File: src/rtl/ps2_host_tx_if.sv
// Command handshake between the CPU-side register block and the PS/2 host transmitter.
//   tx_data   : byte to send, captured when tx_req is accepted
//   tx_req    : one-cycle request strobe
//   tx_busy   : transmitter owns the PS/2 lines
//   tx_done   : one-cycle pulse, byte acknowledged by the device
//   tx_error  : one-cycle pulse, timeout or missing acknowledge
//   tx_active : copy of tx_busy for the receive path
// master = requester (CPU side), slave = transmitter.
interface ps2_host_tx_if;
   logic [7:0] tx_data;
   logic       tx_req;
   logic       tx_busy;
   logic       tx_done;
   logic       tx_error;
   logic       tx_active;

   modport master (
      output tx_data, tx_req,
      input  tx_busy, tx_done, tx_error, tx_active
   );

   modport slave (
      input  tx_data, tx_req,
      output tx_busy, tx_done, tx_error, tx_active
   );
endinterface

File: src/rtl/ps2_host_tx.sv
// Host-to-device PS/2 transmitter. Sends one command byte to a keyboard or mouse using the
// request-to-send sequence: hold clock low, pull data low, release clock, then present the data
// bits, odd parity and stop bit on device-generated clock falls and check the device's ack.
// Ports:
//   clk, reset_n            : system clock, asynchronous active-low reset
//   tx                      : command handshake (ps2_host_tx_if.slave)
//   ps2_clk_in, ps2_dat_in  : raw PS/2 pins
//   ps2_clk_oe, ps2_dat_oe  : open-collector enables, 1 pulls the line low
module ps2_host_tx #(
   parameter int unsigned SYSCLK_FREQUENCY = 1250,  // units of 100 kHz
   parameter int unsigned INHIBIT_US       = 100,
   parameter int unsigned TIMEOUT_US       = 2000
) (
   input  logic         clk,
   input  logic         reset_n,
   ps2_host_tx_if.slave tx,
   input  logic         ps2_clk_in,
   input  logic         ps2_dat_in,
   output logic         ps2_clk_oe,
   output logic         ps2_dat_oe
);

   localparam int unsigned InhibitCycles = SYSCLK_FREQUENCY * INHIBIT_US / 10;
   localparam int unsigned TimeoutCycles = SYSCLK_FREQUENCY * TIMEOUT_US / 10;
   localparam int unsigned MaxCycles     = (InhibitCycles > TimeoutCycles) ?
                                           InhibitCycles : TimeoutCycles;
   localparam int unsigned TimerWidth    = $clog2(MaxCycles + 1);

   // The timer is checked for zero before decrementing, so load N-1 for N cycles.
   localparam logic [TimerWidth-1:0] InhibitLoad = TimerWidth'(InhibitCycles - 1);
   localparam logic [TimerWidth-1:0] TimeoutLoad = TimerWidth'(TimeoutCycles - 1);

   typedef enum logic [2:0] {
      StIdle, StInhibit, StReq, StData, StAck, StWaitIdle
   } state_e;

   state_e                state_q;
   logic [8:0]            shreg_q;
   logic [3:0]            bitcnt_q;
   logic [TimerWidth-1:0] timer_q;
   logic                  busy_q, done_q, err_q, clk_oe_q, dat_oe_q;

   logic clk_meta_q, clk_sync_q, clk_prev_q;
   logic dat_meta_q, dat_sync_q;
   logic fall, timer_zero, fail;

   // Synchronisers idle high (pulled-up lines) so reset never fakes a falling edge.
   always_ff @(posedge clk or negedge reset_n) begin
      if (!reset_n) begin
         clk_meta_q <= 1'b1;
         clk_sync_q <= 1'b1;
         clk_prev_q <= 1'b1;
         dat_meta_q <= 1'b1;
         dat_sync_q <= 1'b1;
      end else begin
         clk_meta_q <= ps2_clk_in;
         clk_sync_q <= clk_meta_q;
         clk_prev_q <= clk_sync_q;
         dat_meta_q <= ps2_dat_in;
         dat_sync_q <= dat_meta_q;
      end
   end

   assign fall       = clk_prev_q & ~clk_sync_q;
   assign timer_zero = (timer_q == '0);

   // Abort conditions: watchdog expiry once the device owns the clock, or no ack at fall 11.
   always_comb begin
      fail = 1'b0;
      case (state_q)
         StData:     fail = !fall && timer_zero;
         StAck:      fail = fall ? dat_sync_q : timer_zero;
         StWaitIdle: fail = !(clk_sync_q && dat_sync_q) && timer_zero;
         default:    fail = 1'b0;
      endcase
   end

   always_ff @(posedge clk or negedge reset_n) begin
      if (!reset_n) begin
         state_q  <= StIdle;
         shreg_q  <= '0;
         bitcnt_q <= '0;
         timer_q  <= '0;
         busy_q   <= 1'b0;
         done_q   <= 1'b0;
         err_q    <= 1'b0;
         clk_oe_q <= 1'b0;
         dat_oe_q <= 1'b0;
      end else begin
         done_q <= 1'b0;
         err_q  <= 1'b0;
         if (fail) begin
            clk_oe_q <= 1'b0;
            dat_oe_q <= 1'b0;
            busy_q   <= 1'b0;
            err_q    <= 1'b1;
            state_q  <= StIdle;
         end else begin
            unique case (state_q)
               StIdle: begin
                  // Requests arriving while busy never reach here, so they are dropped.
                  if (tx.tx_req) begin
                     shreg_q  <= {~^tx.tx_data, tx.tx_data};
                     bitcnt_q <= '0;
                     timer_q  <= InhibitLoad;
                     busy_q   <= 1'b1;
                     clk_oe_q <= 1'b1;
                     dat_oe_q <= 1'b0;
                     state_q  <= StInhibit;
                  end
               end
               StInhibit: begin
                  if (timer_zero) begin
                     clk_oe_q <= 1'b0;
                     dat_oe_q <= 1'b1;  // start bit
                     state_q  <= StReq;
                  end else begin
                     timer_q <= timer_q - 1'b1;
                  end
               end
               StReq: begin
                  timer_q <= TimeoutLoad;
                  state_q <= StData;
               end
               StData: begin
                  if (fall) begin
                     bitcnt_q <= bitcnt_q + 4'd1;
                     timer_q  <= TimeoutLoad;
                     if (bitcnt_q == 4'd9) begin
                        dat_oe_q <= 1'b0;  // stop bit
                        state_q  <= StAck;
                     end else begin
                        // Falls 1..9 present data LSB first, then parity.
                        dat_oe_q <= ~shreg_q[0];
                        shreg_q  <= {1'b0, shreg_q[8:1]};
                     end
                  end else begin
                     timer_q <= timer_q - 1'b1;
                  end
               end
               StAck: begin
                  if (fall) begin
                     bitcnt_q <= bitcnt_q + 4'd1;
                     timer_q  <= TimeoutLoad;
                     state_q  <= StWaitIdle;
                  end else begin
                     timer_q <= timer_q - 1'b1;
                  end
               end
               StWaitIdle: begin
                  if (clk_sync_q && dat_sync_q) begin
                     done_q  <= 1'b1;
                     busy_q  <= 1'b0;
                     state_q <= StIdle;
                  end else begin
                     timer_q <= timer_q - 1'b1;
                  end
               end
               default: state_q <= StIdle;
            endcase
         end
      end
   end

   assign tx.tx_busy   = busy_q;
   assign tx.tx_active = busy_q;
   assign tx.tx_done   = done_q;
   assign tx.tx_error  = err_q;
   assign ps2_clk_oe   = clk_oe_q;
   assign ps2_dat_oe   = dat_oe_q;

endmodule
File: src/flat_wrapper.sv
// flat-port wrapper written by rule: the top's interface ports become plain ports
module ps2_host_tx_flat 
#(
   parameter int unsigned SYSCLK_FREQUENCY = 1250,                     
   parameter int unsigned INHIBIT_US       = 100,
   parameter int unsigned TIMEOUT_US       = 2000
)
  (clk, reset_n, ps2_clk_in, ps2_dat_in, ps2_clk_oe, ps2_dat_oe, tx_tx_data, tx_tx_req, tx_tx_busy, tx_tx_done, tx_tx_error, tx_tx_active);
  ps2_host_tx_if tx_i ();
  input  logic clk;
  input  logic reset_n;
  input  logic ps2_clk_in;
  input  logic ps2_dat_in;
  output logic ps2_clk_oe;
  output logic ps2_dat_oe;
  input wire logic [$bits(tx_i.tx_data)-1:0] tx_tx_data;
  input wire logic [$bits(tx_i.tx_req)-1:0] tx_tx_req;
  output wire logic [$bits(tx_i.tx_busy)-1:0] tx_tx_busy;
  output wire logic [$bits(tx_i.tx_done)-1:0] tx_tx_done;
  output wire logic [$bits(tx_i.tx_error)-1:0] tx_tx_error;
  output wire logic [$bits(tx_i.tx_active)-1:0] tx_tx_active;
  assign tx_i.tx_data = tx_tx_data;
  assign tx_i.tx_req = tx_tx_req;
  assign tx_tx_busy = tx_i.tx_busy;
  assign tx_tx_done = tx_i.tx_done;
  assign tx_tx_error = tx_i.tx_error;
  assign tx_tx_active = tx_i.tx_active;
  ps2_host_tx #(.SYSCLK_FREQUENCY(SYSCLK_FREQUENCY), .INHIBIT_US(INHIBIT_US), .TIMEOUT_US(TIMEOUT_US)) u_core (.clk(clk), .reset_n(reset_n), .tx(tx_i), .ps2_clk_in(ps2_clk_in), .ps2_dat_in(ps2_dat_in), .ps2_clk_oe(ps2_clk_oe), .ps2_dat_oe(ps2_dat_oe));
endmodule
File: config.mk
export PLATFORM = sky130hd
export DESIGN_NAME = ps2_host_tx_flat
export DESIGN_NICKNAME = d
export VERILOG_FILES = /design/src/rtl/ps2_host_tx_if.sv /design/src/rtl/ps2_host_tx.sv /design/src/flat_wrapper.sv
export SDC_FILE = /design/constraint.sdc
export NUM_CORES = 1
export LEC_CHECK = 0
export CORE_AREA = 3 3 90 92
export CTS_CLUSTER_DIAMETER = 30
export DETAILED_ROUTE_END_ITERATION = 8
export DIE_AREA = 0 0 93 95
export GPL_TIMING_DRIVEN = 0
export MAX_ROUTING_LAYER = met4
export SLEW_MARGIN = 40
export SYNTH_ARGS = -nofsm -noshare
export SYNTH_HDL_FRONTEND = slang
export SYNTH_SLANG_ARGS = --single-unit
File: constraint.sdc
create_clock -name clk -period 2.08 [get_ports clk]
set_input_delay 0.312 -clock clk [delete_from_list [all_inputs] [get_ports clk]]
set_output_delay 0.312 -clock clk [all_outputs]
set_load 0.05 [all_outputs]
* Word-level counts from Yosys, hierarchy flattened
Index checks and enable logic that the tools add are counted.
** Storage, ports and cells
- Bits in registers :: 44
- Output and inout port bits :: 6
- Logic and storage cells :: 99
** Cells by class
- $add $sub $neg :: 2
- Equal/unequal tests :: 18
- Mux-type cells :: 39
- Bitwise logic cells :: 4
- Reduce and logical (&&, ||, !) cells :: 22
** Operators with widths (count)
- $pmux W18 S5 :: 1
- $mux W18 :: 4
- $mux W9 :: 3
- $mux W3 :: 7
- $logic_not A18 Y1 :: 1
- $pmux W3 S6 :: 1
- $pmux W9 S2 :: 1
- $sub A18 B1 Y18 const B :: 1
- $mux W1 :: 15
- $ne A3 B1 Y1 const B :: 5
- $reduce_and A5 Y1 :: 2
- $mux W4 :: 2
- $ne A2 B2 Y1 const B :: 4
- $pmux W4 S2 :: 1
- $reduce_and A4 Y1 :: 2
- $reduce_xnor A8 Y1 :: 1
- $eq A3 B2 Y1 const B :: 2
- $eq A3 B3 Y1 const B :: 2
- $pmux W1 S3 :: 2
- $reduce_and A3 Y1 :: 2
- $reduce_and A6 Y1 :: 1
- $reduce_bool A3 Y1 :: 2
- $reduce_bool A5 Y1 :: 1
- $add A4 B1 Y4 const B :: 1
- 13 further kinds :: 21

* Depth between registers and ports, before layout
Gate-level depths: netlist of the first run.
- Word-level depth :: 7
- Mapped depth :: 10
- Gate-level depth less buffers :: 8

* Worst setup path after synthesis of the first run
OpenSTA, ideal clock, no wires.
- Path kind :: register to register
- Start point :: reg u_core.timer_q[1]
- End point :: reg u_core.timer_q[12]
- Library setup time :: 121 ps
- Data arrival time :: 2095 ps
- Path slack :: -136 ps
- Stages on the path, launching flop included :: 10
- Buffers on the path :: 1
- Period minus slack after synthesis :: 2216 ps
- Cells stage by stage :: dfrtp_1 -> inv_1 -> ha_1 -> or4b_4 -> nor3b_4 -> o2111a_2 -> nand3b_4 -> buf_8 -> nor2_1 -> o22a_1
** Between the ends
- Longest elaborated chain between the ends :: 5
- Elaborated cells on any way between the ends :: 13
- Those cells by class :: add/sub (1); eq/ne (1); mux (6); bitwise (1); reduce/logical (4)
** RTL lines
- start: declaration :: line ps2_host_tx.sv:40 : logic [TimerWidth-1:0] timer_q;
- start signal: assignment :: line ps2_host_tx.sv:105 : timer_q <= InhibitLoad;
- start signal: assignment :: line ps2_host_tx.sv:118 : timer_q <= timer_q - 1'b1;
- start signal: assignment :: line ps2_host_tx.sv:122 : timer_q <= TimeoutLoad;
- branches (longest 5 deep; another with $sub A18 B1 Y18)
Several ways; the timed one is not identified. The select of a mux whose other input is x is not followed.
A chain may end at the register's enable or synchronous reset.

* Final worst setup path of the first run
- Start point :: reg u_core.timer_q[0]
- End point :: reg u_core.timer_q[12]
Same word-level chain as after synthesis.

==> impl_metrics.json, run 1 <==
{
  "synth_cells": 280,
  "hold_class": "reg -> reg",
  "postSynthAreaPerCell_um2": 9.040,
  "clkSinkCount": 44,
  "layout-drive-gt1-share_pct": 24.38,
  "synth.area.top_cells": "dfrtp_1 39%, o21ai_0 7.5%, nor2_1 5.6%, dfstp_2 5.2%, mux2i_1 4.0%",
  "drv_slew": 0,
  "globalRouteOverflowTotal": 0,
  "synth_nets": 296,
  "slew_headroom_pct": 66.60,
  "cp.required_ns": 2.27,
  "nFillCells": 729,
  "grt_pass1_wl_mm": 10.45,
  "vdd_ir_drop_max_mv": 0.5337,
  "dp_cells": 398,
  "critPathArrivalTime_ns": 2.42,
  "period_share_pct": 107.1,
  "synth_flop_cell": "dfrtp_1",
  "start_kind": "flip-flop",
  "syn_to_final_growth_pct": 29.51,
  "crit_slowest_cell": "or4b_4",
  "drt-initial-drc-count": 210,
  "setup_ws_ns": -0.1472,
  "route.met2.wl_mm": 2.961,
  "die_x_um": 93,
  "routed.top_layer": "met4",
  "fin_hold_ws_ns": 0.3591,
  "clkTransAtPathRegs_ns": 0.10,
  "worst_setup_path_end_kind": "flip-flop",
  "synth-seq-cells": 44,
  "synth_edf_count": 0,
  "status": "finished with violations",
  "fmax_ghz": 0.4490,
  "grt_pass1_vias": 2093,
  "synth_top_area_share_pct": 38.56,
  "seqCellArea_um2": 1107,
  "utilization_pct": 44.96,
  "ys_types": 51,
  "die_h_um": 95,
  "ys_warn_count": 0,
  "stdcell_count": 423,
  "critPathMaxStageDelay_ns": 0.49,
  "rows": 31,
  "dieArea_um2": 8835,
  "drv_cap": 0,
  "initial_utilization_pct": 34.71,
  "crit_family": "simple AND/OR/NAND/NOR gates",
  "grt_util_all_layers_pct": 15.16,
  "setup_viol": 20,
  "synth_commonest_cells": "39 x dfrtp_1, 38 x nor2_1, 38 x o21ai_0",
  "antennaDiodeCount": 0,
  "wl_met3_um": 257,
  "crit_chain": "inv_2 -> ha_4 -> or4b_4 -> nor3b_4 -> o2111a_2 -> nand3b_4 -> buf_8 -> nor2_1 -> o22a_1",
  "path_class": "reg -> reg",
  "gp_congestion": 0.8399,
  "p_leak_nw": 1.279,
  "fin_tns_setup_ns": -2.045,
  "cts-root-buf": "clkbuf_8",
  "clock_path_buffers": 2,
  "rsz0062_at_grt": "yes",
  "clkLatencyLatePin_ns": 0.30,
  "yosys.area_share.xor_xnor_pct": 2.422,
  "ant_nets": 0,
  "violations": "negative setup slack",
  "ios": 19,
  "drt-met1-wl_mm": 2.907,
  "synthAdderAreaFrac_pct": 1.483,
  "cp_max_fo": 5,
  "drt-vias-per-instance": 5.319,
  "synth_top_family_by_area": "simple AND/OR/NAND/NOR gates",
  "synth.most_common_cell": "dfrtp_1",
  "path_buf_inv": 2,
  "async_flop_share_pct": 100.0,
  "core_um2": 7292,
  "finalWirelength_mm": 6.220,
  "drc": 0,
  "h-tree-depth": 2,
  "powerDensity_nw_per_um2": 1162,
  "cts_made_buffers": 5,
  "final_nets": 339,
  "syn_area_um2": 2531,
  "synth-simple-area-share_pct": 22.94,
  "cts_tree": "done",
  "ys_seq_area_share_pct": 43.75,
  "dp_hpwl_mm": 4.125,
  "wire_per_inst_um": 14.70,
  "hold_viol_final": 0,
  "fin_skew_ns": 0.01701,
  "via_count": 2250,
  "multi_input_area_um2": 1441,
  "tightest_slew_ns": 0.4994,
  "grt_max_degree": 29,
  "port_buffers": 18,
  "antenna_found_initial": 0,
  "first_pass_iters": 4,
  "synth_top_cell_by_area": "dfrtp_1",
  "synth_mux_area_share_pct": 4.399,
  "period_needed_ns": 2.227,
  "synth_compound_area_share_pct": 19.87
}
==> stage by stage <==
stage / setup WS [ns] / instance area (um2) / power, mW
after global routing: -0.2237 / 3278 / 4.100
after detailed placement: -0.2623 / 2870 / 2.888
final: -0.1472 / 3278 / 3.808
after floorplan: -0.06110 / 2549 / 2.464
after global placement: -0.5661 / 2853 / 2.850
after CTS: -0.1673 / 3152 / 3.708
==> worst paths after layout <==
check | startpoint | end | slack (ns) | depth (start not counted)
min in group asynchronous | reset_n | u_core.timer_q[5] | 0.41 | 2
max in group asynchronous | reset_n | u_core.clk_meta_q | 1.16 | 3
setup / recovery | u_core.timer_q[0] | u_core.timer_q[12] | -0.15 | 9
hold / removal | u_core.clk_meta_q | u_core.clk_sync_q | 0.36 | 0
hold reg to reg | u_core.clk_meta_q | u_core.clk_sync_q | 0.36 | 0
setup reg to reg | u_core.timer_q[0] | u_core.timer_q[12] | -0.15 | 9
==> placed cells by master (no fill, tap or decap), types with 7 or more instances in the layout <==
cell type,netlist,routed
nor3_1,13,12
mux2i_1,10,10
a31oi_1,7,7
o21ai_0,38,22
buf_4,3,19
a21oi_1,16,14
xnor2_1,7,7
nor2_1,38,36
o21ai_1,0,10
clkdlybuf4s50_1,0,17
nand2_1,19,19
dfrtp_1,39,39
==> cell type report <==
type	instances	area share (%)
plain buffers	13	3.130
multi-input cells	214	43.97
clock inverters	2	0.4580
inverters	7	0.8015
flip-flops and latches	44	33.78
well taps	99	3.779
clock buffers	6	2.519
repair buffers	38	11.56
==> registers in the layout (all words and copies together), names as in the netlist <==
| register | cells |
|---|---|
| u_core.bitcnt_q | 4 |
| u_core.dat_sync_q | 1 |
| u_core.clk_meta_q | 1 |
| u_core.state_q | 3 |
| u_core.timer_q | 18 |
| u_core.tx.tx_active | 1 |
| u_core.dat_meta_q | 1 |
| u_core.clk_prev_q | 1 |
| u_core.tx.tx_error | 1 |
| u_core.tx.tx_done | 1 |
| u_core.ps2_dat_oe | 1 |
| u_core.shreg_q | 9 |
| u_core.ps2_clk_oe | 1 |
| u_core.clk_sync_q | 1 |
==> cells by family after synthesis <==
kind of cell | after synthesis
AND/OR/NAND/NOR | 110
AO/OA/AOI/OAI | 83
flip-flops | 44
buffers and inverters | 22
multiplexers | 11
XOR/XNOR | 7
adder cells (fa/ha/maj) | 3
==> repair_timing <==
action,CTS,global route
gates cloned,1,0
setup buffers,10,7
endpoints found under the hold margin,16,0
endpoints found under the setup margin,37,36
gates resized for setup,18,23
pin swaps,8,8
hold buffers,1,0
==> per-layer routing <==
| layer | vias to the layer above | GRT usage, % |
|---|---|---|
| met5 | - | - |
| met4 | 0 | 5.250 |
| met3 | 8 | 2.231 |
| met2 | 64 | 23.88 |
| met1 | 1086 | 20.01 |
| li1 | 1092 | - |
==> where the power goes <==
| part | total (mW) | internal [mW] | switching [mW] |
|---|---|---|---|
| Clock | 0.590 | 0.270 | 0.320 |
| Sequential | 1.30 | 1.09 | 0.207 |
| Combinational | 1.92 | 0.841 | 1.08 |
| Total | 3.81 | 2.20 | 1.61 |
==> worst reg2reg max path, delay by kind of cell, from the launching register on <==
family	cells	cell delay, ns
simple gates	4	0.91
compound gates	2	0.45
flops	1	0.41
buf+inv	2	0.21
fa+ha+maj	1	0.13
No activity file was read; power rests on OpenSTA's default activity.
==> inputs of run 2 (changes only) <==
clock period = 2.83 ns   (was 2.08 ns; I/O delays follow)
==> run 2 against run 1 <==
Against the previous run: the run now ends clean; die area unchanged; register-to-register slack improved by 0.45 ns; global-route usage decreased by 1.1 points; first-iteration DRC count decreased by 43%; sequential power decreased by 28%; maximum frequency decreased by 12%; utilization decreased by 3.9 points; cell count decreased by 3.8%; highest routed layer unchanged.
==> impl_metrics.json, run 2 (synthesis gave the netlist of run 1 again) <==
{
  "status": "completed",
  "first_pass_iters": 4,
  "grt_pass1_vias": 1982,
  "path_class": "reg -> reg",
  "endpoint": "u_core.timer_q[13]",
  "dieArea_um2": 8835,
  "layout-drive-gt1-share_pct": 12.66,
  "fmax_ghz": 0.3953,
  "finalWirelength_mm": 5.502,
  "r2r_start": "u_core.timer_q[1]",
  "dpl-instance-area_um2": 2853,
  "start_kind": "flip-flop",
  "fin_skew_ns": 0.01696,
  "dp_hpwl_mm": 4.036,
  "rsz0062_at_grt": "no",
  "globalRouteOverflowTotal": 0,
  "powerDensity_nw_per_um2": 876.1,
  "reg_top3": "u_core.timer_q (18), u_core.shreg_q (9), u_core.bitcnt_q (4)",
  "drv_cap": 0,
  "critPathArrivalTime_ns": 2.69,
  "die_x_um": 93,
  "nFillCells": 768,
  "utilization_pct": 41.08,
  "regMostFlops": "u_core.timer_q",
  "r2r-end": "u_core.timer_q[13]",
  "die_h_um": 95,
  "ant_nets": 0,
  "cts_setup_buffers": 0,
  "drc": 0,
  "slew_headroom_pct": 51.72,
  "cts-root-buf": "clkbuf_8",
  "period_needed_ns": 2.530,
  "power.total_mw": 2.624,
  "antennaDiodeCount": 0,
  "wire_per_inst_um": 13.52,
  "fin_tns_setup_ns": 0,
  "clkTransAtPathRegs_ns": 0.09,
  "cts_made_buffers": 5,
  "tightest_slew_ns": 0.7175,
  "grt_pass1_wl_mm": 9.694,
  "mostFrequentLayoutCells": "39 x dfrtp_1, 38 x nor2_1, 38 x o21ai_0",
  "vdd_ir_drop_max_mv": 0.5181,
  "cts_resized": 0,
  "h-tree-depth": 2,
  "drt-vias-per-instance": 5.263,
  "hold_class": "reg -> reg",
  "final_common_cell": "dfrtp_1",
  "antenna_found_initial": 0,
  "grt_max_degree": 30,
  "period_share_pct": 89.39,
  "syn_to_final_growth_pct": 18.34,
  "final_nets": 323,
  "r2r_cells": 9,
  "clkLatencyLatePin_ns": 0.30,
  "hold_viol_final": 0,
  "holdPathStages": 0,
  "rrSetupSlack_ns": 0.30,
  "setup_viol": 0,
  "p_leak_nw": 1.185,
  "drt-initial-drc-count": 120,
  "crit_start": "u_core.timer_q[1]",
  "grt_util_all_layers_pct": 14.03,
  "worst_setup_path_end_kind": "flip-flop",
  "gp_congestion": 0.8464,
  "initial_utilization_pct": 34.71,
  "drv_slew": 0,
  "hp-start": "u_core.clk_meta_q",
  "rows": 31,
  "largest_register_ffs": 18,
  "port_buffers": 18,
  "via_count": 2142,
  "ios": 19,
  "cts_tree": "done",
  "cp_max_fo": 10,
  "cp.required_ns": 2.99,
  "clkSinkCount": 44,
  "clock_path_buffers": 2,
  "design_area_um2": 2995,
  "core_um2": 7292,
  "fin_hold_ws_ns": 0.3588
}
## run 2: cell count changes in the layout (fill, tap and decap cells not counted), moves of 3 or more
cell      previous run  this run
o21ai_0             22        38
buf_4               19         4
o21ai_1             10         0
o21ai_2              6         0
clkbuf_1             1         4
## run 2: per-stage QoR
stage                     setup WS, ns  std cells
after CTS                       0.3033        407
after global placement         0.07433        397
after floorplan                 0.6139        280
final                           0.3001        407
after global routing            0.1245        407
after detailed placement        0.3463        398
## run 2: power by group
| part | internal (mW) | total [mW] | switching (mW) |
|---|---|---|---|
| clock | 0.353 | 0.566 | 0.213 |
| combinational | 0.450 | 1.12 | 0.669 |
| sequential | 0.801 | 0.939 | 0.138 |
## run 2: how the worst min path moves through the flow
stage	slack (ns)	end
floorplan	0.13	u_core.bitcnt_q[0]
global placement	0.35	u_core.clk_sync_q
detailed placement	0.30	u_core.timer_q[5]
CTS	0.36	u_core.clk_sync_q
global route	0.37	u_core.dat_sync_q
finish	0.36	u_core.clk_sync_q
## run 2: per-layer routing
metal | vias up | track usage (%) | routed length (um)
met4 | 0 | 5.128 | 84
li1 | 1056 | - | -
met5 | - | - | 0
met3 | 7 | 2.231 | 173
met2 | 40 | 21.48 | 2546
met1 | 1039 | 18.83 | 2698
## run 2: repair_timing
action                                 in CTS  in global routing
setup endpoints to repair                   0                  0
hold buffers                                1                  0
endpoints found under the hold margin      15                  0
## run 2: worst max-delay path, stage by stage, from the launching register on
cell and delay (ns):
dfrtp_1 0.41, inv_1 0.09, ha_1 0.24, or4b_4 0.55, nor3b_4 0.26, o2111a_2 0.27, nand3b_4 0.16, buf_8 0.15
buf_12 0.13, o21ai_0 0.11
## run 2: area by class of cell
type	count	area [um2]	share of cell area [%]
Buffer	15	103.9	3.467
Timing Repair Buffer	20	207.7	6.934
Clock inverter	2	60.06	2.005
Clock buffer	6	72.57	2.423
Inverter	7	26.28	0.8772
Sequential cell	44	1107	36.97
Multi-Input combinational cell	214	1294	43.19
Tap cell	99	123.9	4.135
==> inputs of run 3 (changes only) <==
CORE_AREA = 8 8 95 97   (was 3 3 90 92)
DIE_AREA = 0 0 103 105   (was 0 0 93 95)
PLACE_DENSITY = 0.54   (was not set)
==> run 3 against run 2 <==
Against the previous run: the run now ends with negative hold slack left; clock power decreased by 26%; sequential share of layout area up 0.56 points; worst hold slack got worse by 0.36 ns; routed wire length up 8.8%; register-to-register slack better by 0.04 ns; utilization shrank 1.9 points; largest cell class unchanged; count of clock-buffer cells in the layout up 1; die area grew 22%; critical path depth unchanged; first-iteration DRC count down 57%; flip-flop and latch count is the same; clock skew is 0.0084 ns lower.
==> impl_metrics.json, run 3 (synthesis gave the netlist of run 1 again) <==
{
  "status": "finished with violations",
  "violations": "negative hold slack",
  "cts_made_buffers": 5,
  "hold_viol_final": 1,
  "dieArea_um2": 10820,
  "cts_tree": "done",
  "clkSinkCount": 44,
  "regMostFlops": "u_core.timer_q",
  "antenna_found_initial": 0,
  "drv_cap": 0,
  "gp_congestion": 0.8183,
  "drt-vias-per-instance": 5.156,
  "r2r_cells": 9,
  "fin_tns_setup_ns": 0,
  "worst_setup_path_end_kind": "flip-flop",
  "cts-root-buf": "clkbuf_8",
  "final_nets": 322,
  "finalWirelength_mm": 5.988,
  "layout-drive-gt1-share_pct": 12.70,
  "stdcell_count": 409,
  "port_buffers": 18,
  "grt_pass1_wl_mm": 10.43,
  "cts_resized": 0,
  "period_needed_ns": 2.489,
  "design_area_um2": 2950,
  "setup_ws_ns": 0.3413,
  "period_share_pct": 87.94,
  "critPathArrivalTime_ns": 2.66,
  "reg_top3": "u_core.timer_q (18), u_core.shreg_q (9), u_core.bitcnt_q (4)",
  "first_pass_iters": 4,
  "hold_class": "in -> async",
  "fin_skew_ns": 0.008610,
  "clock_path_buffers": 2,
  "start_kind": "flip-flop",
  "grt_pass1_vias": 2153,
  "p_leak_nw": 1.160,
  "wire_per_inst_um": 14.64,
  "die_x_um": 103,
  "rrSetupSlack_ns": 0.34,
  "globalRouteOverflowTotal": 0,
  "cts_setup_buffers": 0,
  "dp_hpwl_mm": 4.425,
  "nFillCells": 801,
  "via_count": 2109,
  "mostFrequentLayoutCells": "39 x dfrtp_1, 38 x nor2_1, 38 x o21ai_0",
  "slew_headroom_pct": 52.11,
  "setup_viol": 0,
  "clkLatencyLatePin_ns": 0.30,
  "rsz0062_at_grt": "no",
  "tightest_slew_ns": 0.7118,
  "utilization_pct": 39.20,
  "ios": 19,
  "cp.required_ns": 3.00,
  "grt_util_all_layers_pct": 12.33,
  "crit_slowest_cell": "or4b_4",
  "fmax_ghz": 0.4018,
  "crit_chain": "inv_1 -> ha_1 -> or4b_4 -> nor3b_4 -> nand3_1 -> nand3b_4 -> buf_8 -> buf_12 -> o21ai_0",
  "dpl-instance-area_um2": 2856,
  "final_common_cell": "dfrtp_1",
  "fin_hold_ws_ns": -0.0001374,
  "drv_slew": 0,
  "core_um2": 7527,
  "dp_cells": 401,
  "vdd_ir_drop_max_mv": 0.4015,
  "antennaDiodeCount": 0,
  "drc": 0,
  "cp_max_fo": 10,
  "die_h_um": 105,
  "rows": 32,
  "largest_register_ffs": 18,
  "ant_nets": 0,
  "path_class": "reg -> reg",
  "h-tree-depth": 2,
  "critPathMaxStageDelay_ns": 0.54,
  "clkTransAtPathRegs_ns": 0.09,
  "pre_cts_slack_ns": 0.3670,
  "initial_utilization_pct": 33.63,
  "drt-initial-drc-count": 51,
  "grt_max_degree": 25,
  "hold_buffers": 0,
  "powerDensity_nw_per_um2": 844.1,
  "syn_to_final_growth_pct": 16.56
}
## run 3: cell types whose count changed in the layout (fill, tap and decap cells not counted), sizes merged
cell and delta:
dlygate4sd3 -1, bufinv -2, clkbuf +1, clkinvlp +1
## run 3: stage by stage
stage | hold slack, ns | power [mW]
after floorplan | 0.1289 | 1.769
after global placement | 0.3463 | 2.061
after detailed placement | 0.3412 | 2.087
after CTS | 0.005799 | 2.518
after global routing | 0.01020 | 2.701
final | -0.0001374 | 2.490
## run 3: area by class of cell
class	instances	area (um2)	share of cell area, %
buffer	15	103.9	3.520
clock buffer	7	86.33	2.926
clock inverter	1	7.507	0.2545
multi-input combinational	214	1294	43.85
tap	102	127.6	4.326
timing repair buffer	19	197.7	6.701
sequential	44	1107	37.53
inverter	7	26.28	0.8906
## run 3: where the power goes
group,leakage [nW],switching [mW],total (mW),internal (mW)
Combinational,0.576,0.681,1.13,0.450
Clock,0.0445,0.221,0.420,0.199
Sequential,0.540,0.139,0.940,0.801
Total,1.16,1.04,2.49,1.45
## run 3: metal layers
layer / part of all wire, % / vias to the layer above / GRT usage, %
met5: 0 / - / -
met2: 48 / 28 / 19.70
met1: 49 / 1021 / 15.29
met4: 0.85 / 0 / 3.516
li1: - / 1054 / -
met3: 2.5 / 6 / 2.455
## run 3: final timing paths
check,startpoint,endpoint
hold reg to reg,u_core.clk_meta_q,u_core.clk_sync_q
hold / removal,reset_n,u_core.shreg_q[2]
setup / recovery,u_core.timer_q[1],u_core.timer_q[17]
setup reg to reg,u_core.timer_q[1],u_core.timer_q[17]
min in group clk,u_core.clk_meta_q,u_core.clk_sync_q
max in group asynchronous,reset_n,u_core.clk_sync_q
## run 3: worst max-delay path: cells and delay by family, from the launching register on
kind | cells | cell delay [ns]
compound gates | 1 | 0.09
flops | 1 | 0.40
buf+inv | 3 | 0.38
simple gates | 4 | 1.25
fa+ha+maj | 1 | 0.23
